===== src/rtl/hazard_ctrl_pkg.sv =====
// ---------------------------------------------------------------------------
// cpu_pkg
//   Shared types and constants for the CPU hazard controller.
//   - hz_state_e : hazard controller FSM states (RUN, MD_BUSY)
//   - MUL_LAT_DEF / DIV_LAT_DEF : default HI/LO unit occupancy in cycles
//   - REG_ZERO   : architectural $zero register index (never a real producer)
// ---------------------------------------------------------------------------
package cpu_pkg;

    typedef enum logic [0:0] {
        RUN     = 1'b0,
        MD_BUSY = 1'b1
    } hz_state_e;

    localparam int MUL_LAT_DEF = 4;
    localparam int DIV_LAT_DEF = 32;

    localparam logic [4:0] REG_ZERO = 5'd0;

endpackage


===== src/rtl/hazard_ctrl_if.sv =====
// ---------------------------------------------------------------------------
// hazard_ctrl_if
//   Bundles the ID/EX observation signals and the stall/flush controls
//   exchanged between the pipeline and the hazard controller.
//   modport master : pipeline side (drives ID/EX fields, receives controls)
//   modport slave  : hazard controller side
//   Signals:
//     ID_rs, ID_rt, ID_use_rs, ID_use_rt, ID_is_mul, ID_is_div, ID_use_hilo
//     EX_rt, EX_MemtoReg, EX_RegWr, EX_taken
//     Load_use, pc_hold, ifid_hold, ifid_flush, md_busy, md_done
// ---------------------------------------------------------------------------
interface hazard_ctrl_if;

    logic [4:0] ID_rs;
    logic [4:0] ID_rt;
    logic       ID_use_rs;
    logic       ID_use_rt;
    logic       ID_is_mul;
    logic       ID_is_div;
    logic       ID_use_hilo;

    logic [4:0] EX_rt;
    logic       EX_MemtoReg;
    logic       EX_RegWr;
    logic       EX_taken;

    logic       Load_use;
    logic       pc_hold;
    logic       ifid_hold;
    logic       ifid_flush;
    logic       md_busy;
    logic       md_done;

    modport master (
        output ID_rs, ID_rt, ID_use_rs, ID_use_rt, ID_is_mul, ID_is_div, ID_use_hilo,
        output EX_rt, EX_MemtoReg, EX_RegWr, EX_taken,
        input  Load_use, pc_hold, ifid_hold, ifid_flush, md_busy, md_done
    );

    modport slave (
        input  ID_rs, ID_rt, ID_use_rs, ID_use_rt, ID_is_mul, ID_is_div, ID_use_hilo,
        input  EX_rt, EX_MemtoReg, EX_RegWr, EX_taken,
        output Load_use, pc_hold, ifid_hold, ifid_flush, md_busy, md_done
    );

endinterface


===== src/rtl/hazard_ctrl_md_busy_counter.sv =====
// ---------------------------------------------------------------------------
// md_busy_counter
//   Occupancy counter for the multi-cycle HI/LO unit. Loads the remaining
//   busy cycles on issue, counts down while the controller is busy and
//   raises a one-cycle done pulse when the occupancy expires.
//   Ports:
//     clk      : CPU clock, state changes on the falling edge
//     rst_n    : asynchronous active-low reset
//     load     : mul/div issues on this edge
//     load_val : cycles of occupancy left after the issue edge
//     dec      : controller is in its busy state, count down
//     expire   : combinational, this edge ends the occupancy
//     done     : registered one-cycle pulse after the occupancy ends
// ---------------------------------------------------------------------------
module md_busy_counter #(
    parameter int WIDTH = 6
) (
    input  logic             clk,
    input  logic             rst_n,
    input  logic             load,
    input  logic [WIDTH-1:0] load_val,
    input  logic             dec,
    output logic             expire,
    output logic             done
);

    logic [WIDTH-1:0] count;

    // The last busy edge is the one that takes the count from 1 to 0.
    assign expire = dec & (count == WIDTH'(1));

    // Count register plus the done pulse. A zero-length load never enters
    // the busy state, so it reports completion straight away.
    always_ff @(negedge clk or negedge rst_n) begin
        if (!rst_n) begin
            count <= '0;
            done  <= 1'b0;
        end else begin
            done <= (load & (load_val == '0)) | expire;
            if (load) begin
                count <= load_val;
            end else if (dec && (count != '0)) begin
                count <= count - WIDTH'(1);
            end
        end
    end

endmodule


===== src/rtl/hazard_ctrl.sv =====
// ---------------------------------------------------------------------------
// hazard_ctrl
//   Pipeline hazard controller beside the ID stage. Detects load-use
//   hazards against the load in EX, flushes IF/ID on taken branches and,
//   when HAZARD_MD_STALL_EN is defined, stalls HI/LO consumers while a
//   mult/div occupies the HI/LO unit.
//   Parameters: MUL_LAT, DIV_LAT (HI/LO occupancy in cycles)
//   Ports:
//     clk   : CPU clock, state updates on the falling edge
//     rst_n : asynchronous active-low reset
//     hz    : hazard_ctrl_if.slave (ID/EX fields in, stall/flush out)
//   Configuration macro: HAZARD_MD_STALL_EN
// ---------------------------------------------------------------------------
module hazard_ctrl
    import cpu_pkg::*;
#(
    parameter int MUL_LAT = MUL_LAT_DEF,
    parameter int DIV_LAT = DIV_LAT_DEF
) (
    input  logic          clk,
    input  logic          rst_n,
    hazard_ctrl_if.slave  hz
);

    logic lu_hit;
    logic md_hit;

    // A load in EX whose destination is read by the instruction in ID.
    // $zero is never a real dependency.
    assign lu_hit = hz.EX_MemtoReg & hz.EX_RegWr & (hz.EX_rt != REG_ZERO) &
                    ((hz.ID_use_rs & (hz.ID_rs == hz.EX_rt)) |
                     (hz.ID_use_rt & (hz.ID_rt == hz.EX_rt)));

    // Output priority: a taken branch squashes everything younger, so it
    // flushes IF/ID and bubbles ID/EX without holding; otherwise any stall
    // freezes PC and IF/ID and bubbles ID/EX. Everything is quiet in reset.
    always_comb begin
        hz.Load_use   = 1'b0;
        hz.pc_hold    = 1'b0;
        hz.ifid_hold  = 1'b0;
        hz.ifid_flush = 1'b0;
        if (rst_n) begin
            if (hz.EX_taken) begin
                hz.ifid_flush = 1'b1;
                hz.Load_use   = 1'b1;
            end else if (lu_hit || md_hit) begin
                hz.Load_use  = 1'b1;
                hz.pc_hold   = 1'b1;
                hz.ifid_hold = 1'b1;
            end
        end
    end

`ifdef HAZARD_MD_STALL_EN

    localparam int              CW       = $clog2(DIV_LAT + 1);
    localparam logic [CW-1:0]   MUL_LOAD = CW'(MUL_LAT - 1);
    localparam logic [CW-1:0]   DIV_LOAD = CW'(DIV_LAT - 1);

    hz_state_e     state_q;
    hz_state_e     state_d;
    logic          issue;
    logic          expire;
    logic [CW-1:0] load_val;

    // Any HI/LO user (including another mul/div) waits while the unit is busy.
    assign md_hit = (state_q == MD_BUSY) &
                    (hz.ID_use_hilo | hz.ID_is_mul | hz.ID_is_div);

    // A mul/div only issues if it actually leaves ID this edge; a stalled or
    // squashed one must not start the unit.
    assign issue    = rst_n & (hz.ID_is_mul | hz.ID_is_div) &
                      ~hz.EX_taken & ~lu_hit & ~md_hit;
    assign load_val = hz.ID_is_div ? DIV_LOAD : MUL_LOAD;

    assign hz.md_busy = (state_q == MD_BUSY);

    // State register; falls on the same edge as the segment registers.
    always_ff @(negedge clk or negedge rst_n) begin
        if (!rst_n) begin
            state_q <= RUN;
        end else begin
            state_q <= state_d;
        end
    end

    // Next state: enter busy on a non-trivial issue, leave when the counter
    // reports the final busy edge. Branches do not cancel a committed op.
    always_comb begin
        state_d = state_q;
        unique case (state_q)
            RUN: begin
                if (issue && (load_val != '0)) begin
                    state_d = MD_BUSY;
                end
            end
            MD_BUSY: begin
                if (expire) begin
                    state_d = RUN;
                end
            end
            default: state_d = RUN;
        endcase
    end

    md_busy_counter #(
        .WIDTH (CW)
    ) u_md_busy_counter (
        .clk      (clk),
        .rst_n    (rst_n),
        .load     (issue),
        .load_val (load_val),
        .dec      (state_q == MD_BUSY),
        .expire   (expire),
        .done     (hz.md_done)
    );

`else

    logic unused_md;

    // Without HI/LO tracking the mul/div/hilo flags carry no hazard.
    assign md_hit     = 1'b0;
    assign hz.md_busy = 1'b0;
    assign hz.md_done = 1'b0;
    assign unused_md  = ^{hz.ID_use_hilo, hz.ID_is_mul, hz.ID_is_div,
                          (MUL_LAT != DIV_LAT)};

`endif

endmodule


===== src/flat_wrapper.sv =====
// flat-port wrapper written by rule: the top's interface ports become plain ports
module hazard_ctrl_flat import cpu_pkg::*;
#(
    parameter int MUL_LAT = MUL_LAT_DEF,
    parameter int DIV_LAT = DIV_LAT_DEF
)
  (clk, rst_n, hz_ID_rs, hz_ID_rt, hz_ID_use_rs, hz_ID_use_rt, hz_ID_is_mul, hz_ID_is_div, hz_ID_use_hilo, hz_EX_rt, hz_EX_MemtoReg, hz_EX_RegWr, hz_EX_taken, hz_Load_use, hz_pc_hold, hz_ifid_hold, hz_ifid_flush, hz_md_busy, hz_md_done);
  hazard_ctrl_if hz_i ();
  input  logic clk;
  input  logic rst_n;
  input wire logic [$bits(hz_i.ID_rs)-1:0] hz_ID_rs;
  input wire logic [$bits(hz_i.ID_rt)-1:0] hz_ID_rt;
  input wire logic [$bits(hz_i.ID_use_rs)-1:0] hz_ID_use_rs;
  input wire logic [$bits(hz_i.ID_use_rt)-1:0] hz_ID_use_rt;
  input wire logic [$bits(hz_i.ID_is_mul)-1:0] hz_ID_is_mul;
  input wire logic [$bits(hz_i.ID_is_div)-1:0] hz_ID_is_div;
  input wire logic [$bits(hz_i.ID_use_hilo)-1:0] hz_ID_use_hilo;
  input wire logic [$bits(hz_i.EX_rt)-1:0] hz_EX_rt;
  input wire logic [$bits(hz_i.EX_MemtoReg)-1:0] hz_EX_MemtoReg;
  input wire logic [$bits(hz_i.EX_RegWr)-1:0] hz_EX_RegWr;
  input wire logic [$bits(hz_i.EX_taken)-1:0] hz_EX_taken;
  output wire logic [$bits(hz_i.Load_use)-1:0] hz_Load_use;
  output wire logic [$bits(hz_i.pc_hold)-1:0] hz_pc_hold;
  output wire logic [$bits(hz_i.ifid_hold)-1:0] hz_ifid_hold;
  output wire logic [$bits(hz_i.ifid_flush)-1:0] hz_ifid_flush;
  output wire logic [$bits(hz_i.md_busy)-1:0] hz_md_busy;
  output wire logic [$bits(hz_i.md_done)-1:0] hz_md_done;
  assign hz_i.ID_rs = hz_ID_rs;
  assign hz_i.ID_rt = hz_ID_rt;
  assign hz_i.ID_use_rs = hz_ID_use_rs;
  assign hz_i.ID_use_rt = hz_ID_use_rt;
  assign hz_i.ID_is_mul = hz_ID_is_mul;
  assign hz_i.ID_is_div = hz_ID_is_div;
  assign hz_i.ID_use_hilo = hz_ID_use_hilo;
  assign hz_i.EX_rt = hz_EX_rt;
  assign hz_i.EX_MemtoReg = hz_EX_MemtoReg;
  assign hz_i.EX_RegWr = hz_EX_RegWr;
  assign hz_i.EX_taken = hz_EX_taken;
  assign hz_Load_use = hz_i.Load_use;
  assign hz_pc_hold = hz_i.pc_hold;
  assign hz_ifid_hold = hz_i.ifid_hold;
  assign hz_ifid_flush = hz_i.ifid_flush;
  assign hz_md_busy = hz_i.md_busy;
  assign hz_md_done = hz_i.md_done;
  hazard_ctrl #(.MUL_LAT(MUL_LAT), .DIV_LAT(DIV_LAT)) u_core (.clk(clk), .rst_n(rst_n), .hz(hz_i));
endmodule

===== config.mk =====
export PLATFORM = sky130hd
export DESIGN_NAME = hazard_ctrl_flat
export DESIGN_NICKNAME = d
export VERILOG_FILES = /design/src/rtl/hazard_ctrl_pkg.sv /design/src/rtl/hazard_ctrl_if.sv /design/src/rtl/hazard_ctrl_md_busy_counter.sv /design/src/rtl/hazard_ctrl.sv /design/src/flat_wrapper.sv
export SDC_FILE = /design/constraint.sdc
export NUM_CORES = 1
export LEC_CHECK = 0
export BUFFER_PORTS_ARGS = -buffer_cell sky130_fd_sc_hd__buf_4
export CAP_MARGIN = 10
export CORE_AREA = 2 2 39 41
export DETAILED_ROUTE_END_ITERATION = 16
export DIE_AREA = 0 0 41 43
export GPL_TIMING_DRIVEN = 0
export PLACE_DENSITY = 0.47
export REMOVE_ABC_BUFFERS = 1
export SYNTH_ARGS = -nofsm -noshare
export SYNTH_HDL_FRONTEND = slang
export SYNTH_SLANG_ARGS = --single-unit

===== constraint.sdc =====
create_clock -name vclk -period 2.5
set_input_delay 0.25 -clock vclk [all_inputs]
set_output_delay 0.25 -clock vclk [all_outputs]
set_load 0.02 [all_outputs]

* Yosys cells after proc, flatten, opt, wreduce, memory -nomap -nowiden
Cells that the tools add are included.
W data, S select, Z words.
** Word-level totals
- Register bits after elaboration :: 0
- Bits of input ports :: 25
- Output and inout port bits :: 6
- Word-level logic and storage cells :: 16
** Operators by class
- Equal/unequal tests :: 2
- Muxes and demuxes :: 7
- Bitwise operators :: 6
- Reductions and logical operators :: 1
** Operator list (number)
- $eq A5 B5 Y1 :: 2
- $mux W1 :: 7
- $and A1 B1 Y1 :: 5
- $reduce_bool A5 Y1 :: 1
- $or A1 B1 Y1 :: 1

* Longest topological paths before layout
- Depth after elaboration :: 7
- Mapped depth :: 5
- Gate-level depth less buffers :: 4

* Worst setup path before layout
Ideal clock, no wire load.
- Path kind :: input-to-output
- Start point :: input port hz_EX_rt[3]
- End point :: output port hz_pc_hold
- Data arrival time :: 1.605 ns
- Data required time :: 2.250 ns
- Setup slack :: 0.645 ns
- Stages on the path :: 5
- Path buffers :: 1
- Cells stage by stage :: xor2_1 nor4_1 a32oi_1 nor3_1 buf_4
** On the way
- Longest elaborated chain between the ends :: 7
- Elaborated cells on any way between the ends :: 11
- Those cells by class :: 2 x eq/ne; 3 x mux; 5 x bitwise; 1 x reduce/logical
** RTL lines
- start: declaration :: RTL line flat_wrapper.sv:18 : input wire logic [$bits(hz_i.EX_rt)-1:0] hz_EX_rt;
- $eq A5 B5 Y1 (on tied branches) :: RTL line hazard_ctrl.sv:31, hazard_ctrl.sv:32
- $and A1 B1 Y1 (on tied branches) :: RTL line hazard_ctrl.sv:31, hazard_ctrl.sv:32
- $or A1 B1 Y1 :: RTL line hazard_ctrl.sv:31 : ((hz.ID_use_rs & (hz.ID_rs == hz.EX_rt)) |
- $and A1 B1 Y1 (*) :: RTL line hazard_ctrl.sv:30 : assign lu_hit = hz.EX_MemtoReg & hz.EX_RegWr & (hz.EX_rt != REG_ZERO) &
- $mux W1 (*) (3 in series)
- end: declaration :: RTL line flat_wrapper.sv:23 : output wire logic [$bits(hz_i.pc_hold)-1:0] hz_pc_hold;
Mark *: on every way between the ends. The rest lies on a longest branch, timed or not.

* Final worst setup path
- Start point :: input port hz_EX_rt[3]
- End point :: output port hz_ifid_hold
** On the way
- Longest elaborated chain between the ends :: 7
- Elaborated cells on any way between the ends :: 11
- Those cells by class :: 2 x eq/ne; 3 x mux; 5 x bitwise; 1 x reduce/logical
** RTL lines
- $eq A5 B5 Y1 (on tied branches) :: RTL line hazard_ctrl.sv:31, hazard_ctrl.sv:32
- $and A1 B1 Y1 (on tied branches) :: RTL line hazard_ctrl.sv:31, hazard_ctrl.sv:32
- $or A1 B1 Y1 :: RTL line hazard_ctrl.sv:31
- $and A1 B1 Y1 (*) :: RTL line hazard_ctrl.sv:30
- $mux W1 (*) :: RTL line hazard_ctrl.sv:46 : end else if (lu_hit || md_hit) begin
- $mux W1 (*) :: RTL line hazard_ctrl.sv:43 : if (hz.EX_taken) begin
- $mux W1 (*) :: RTL line hazard_ctrl.sv:42 : if (rst_n) begin
- end: declaration :: RTL line flat_wrapper.sv:24 : output wire logic [$bits(hz_i.ifid_hold)-1:0] hz_ifid_hold;
Marked as above.

==> results.sh <==
export IMPL_status="finished clean"
export IMPL_initial_utilization_pct=13.2
export IMPL_die_x_um=41
export IMPL_startpoint_type="primary input"
export IMPL_synth_top_cell_area_share_pct=38.4
export IMPL_io_buffer_count=25
export IMPL_final_hold_viol_count=0
export IMPL_arrival_ps=1420
export IMPL_grt_pass1_vias=242
export IMPL_max_freq_mhz=600
export IMPL_layout_min_cycle_time_ps=1670
export IMPL_synth_cell_types=12
export IMPL_vias=239
export IMPL_syn_avg_cell_area_um2=7.94
export IMPL_grt_pass1_wl_um=821
export IMPL_netlist_area_um2=183
export IMPL_die_height_um=43
export IMPL_seq_cells=0
export IMPL_synth_common_cells="xor2_1 (8), buf_4 (3), nor4_1 (2), xnor2_1 (2)"
export IMPL_finalSetupViolations=0
export IMPL_fin_nets=73
export IMPL_grt_max_degree=4
export IMPL_area_delta_synth_final_pct=103
export IMPL_placed_cell_area_um2=372
export IMPL_nFillCells=168
export IMPL_synth_warnings=0
export IMPL_worst_setup_path_type="primary input to primary output"
export IMPL_hold_start="hz_EX_taken"
export IMPL_cp_end_kind="primary output"
export IMPL_worstHoldEndpoint="hz_pc_hold"
export IMPL_grt_overflow=0
export IMPL_ios=31
export IMPL_cts_setup_buffers=0
export IMPL_drt_iter0_drc=0
export IMPL_gp_congestion=0.599
export IMPL_maxCapViolCount=0
export IMPL_hold_class="primary input to primary output"
export IMPL_regArea_um2=0
export IMPL_p_per_area_mw_per_mm2=149
export IMPL_seq_area_frac_synth_pct=0
export IMPL_ctsHoldBuffers=0
export IMPL_viasPerCell=3.85
export IMPL_core_area_mm2=0.00138
export IMPL_stdcell_area_um2=372
export IMPL_cts_resized=0
export IMPL_synth_top_cells_by_area="xor2_1 (38%), buf_4 (12%), xnor2_1 (9.6%)"
export IMPL_grt_antenna_before_repair=0
export IMPL_ir_drop_v=0.0000339
export IMPL_rsz0062_at_grt="false"
export IMPL_fin_tns_setup_ps=0
export IMPL_rows=14
export IMPL_drc=0
export IMPL_drt_wirelength_per_cell_um=8.76
export IMPL_syn_inst=23
export IMPL_hold_path_depth=3
export IMPL_first_pass_iters=1
export IMPL_yosys_cell_count_top_type="xor2_1"
export IMPL_worst_ep_required_time_ps=2250
export IMPL_post_route_util_pct=26.9
export IMPL_p_leak_nw=0.177
export IMPL_whs_ps=782
export IMPL_die_area_mm2=0.00176
export IMPL_clock_buffers=0
export IMPL_ant_nets=0
export IMPL_wl_um=543
export IMPL_finalCritPeriodShare_pct=66.7
export IMPL_slew_viol_final=0
export IMPL_drive_above_1_share_pct=56.5
export IMPL_n_antenna_cell=0
export IMPL_yosysTopAreaCell="xor2_1"
export IMPL_crit_path_max_fanout=3
export IMPL_groute_usage_overall_pct=6.29
through the flow:
stage | setup slack, ps | std cells | total power [W]
finish | 832 | 62 | 0.0000553
global route | 714 | 62 | 0.0000608
CTS | 773 | 62 | 0.0000564
detailed placement | 786 | 62 | 0.0000560
global placement | 783 | 62 | 0.0000559
floorplan | 558 | 21 | 0.0000207
metal layers:
metal  share of wire (%)  vias up  GRT usage, %
met5                   0        -             0
met4                   0        0             0
met3                  14        0             0
met2                  48       18          12.2
met1                  38       98          7.59
li1                    -      123             -
worst max-delay path, cell delays in order:
cell and delay [ps]:
buf_4 130, xor2_1 150, nor4_1 280, a32oi_1 170, nor3_1 250, buf_4 190
how the worst max path moves through the flow:
stage | from | to | slack, ps | depth (start not counted)
floorplan | hz_EX_rt[3] | hz_ifid_hold | 560 | 4
global placement | hz_EX_rt[3] | hz_pc_hold | 780 | 6
detailed placement | hz_EX_rt[3] | hz_ifid_hold | 790 | 6
CTS | hz_EX_rt[3] | hz_ifid_hold | 770 | 6
global route | hz_EX_rt[3] | hz_pc_hold | 710 | 6
finish | hz_EX_rt[3] | hz_ifid_hold | 830 | 6
power by group:
part / leakage, nW / internal, W / switching, W
registers: 0 / 0 / 0
logic: 0.177 / 0.0000334 / 0.0000219
clock network: 0 / 0 / 0
cell usage in the layout (no fill, tap or decap), drive strengths merged:
cell      n
or4       1
xnor2     2
o2111ai   1
xor2      8
and2      2
o21bai    1
nor3      1
a32oi     1
conb      2
nor4      2
buf      25
logic make-up (layout without fill, tap and decap cells):
group	Yosys count	in the layout	synth area share, %
AOI/OAI and AO/OA	3	3	17.1
xor gates and xnor gates	10	10	47.9
buffers and inverters	3	25	12.3
other	1	2	2.05
and+or+nand+nor	6	6	20.6
layout make-up:
cell class	instances	area, um^2	area share [%]
Multi-Input combinational cell	21	164	44.1
Tap cell	16	20.0	5.39
Timing Repair Buffer	25	188	50.5
(Power assumes the default switching activity.)
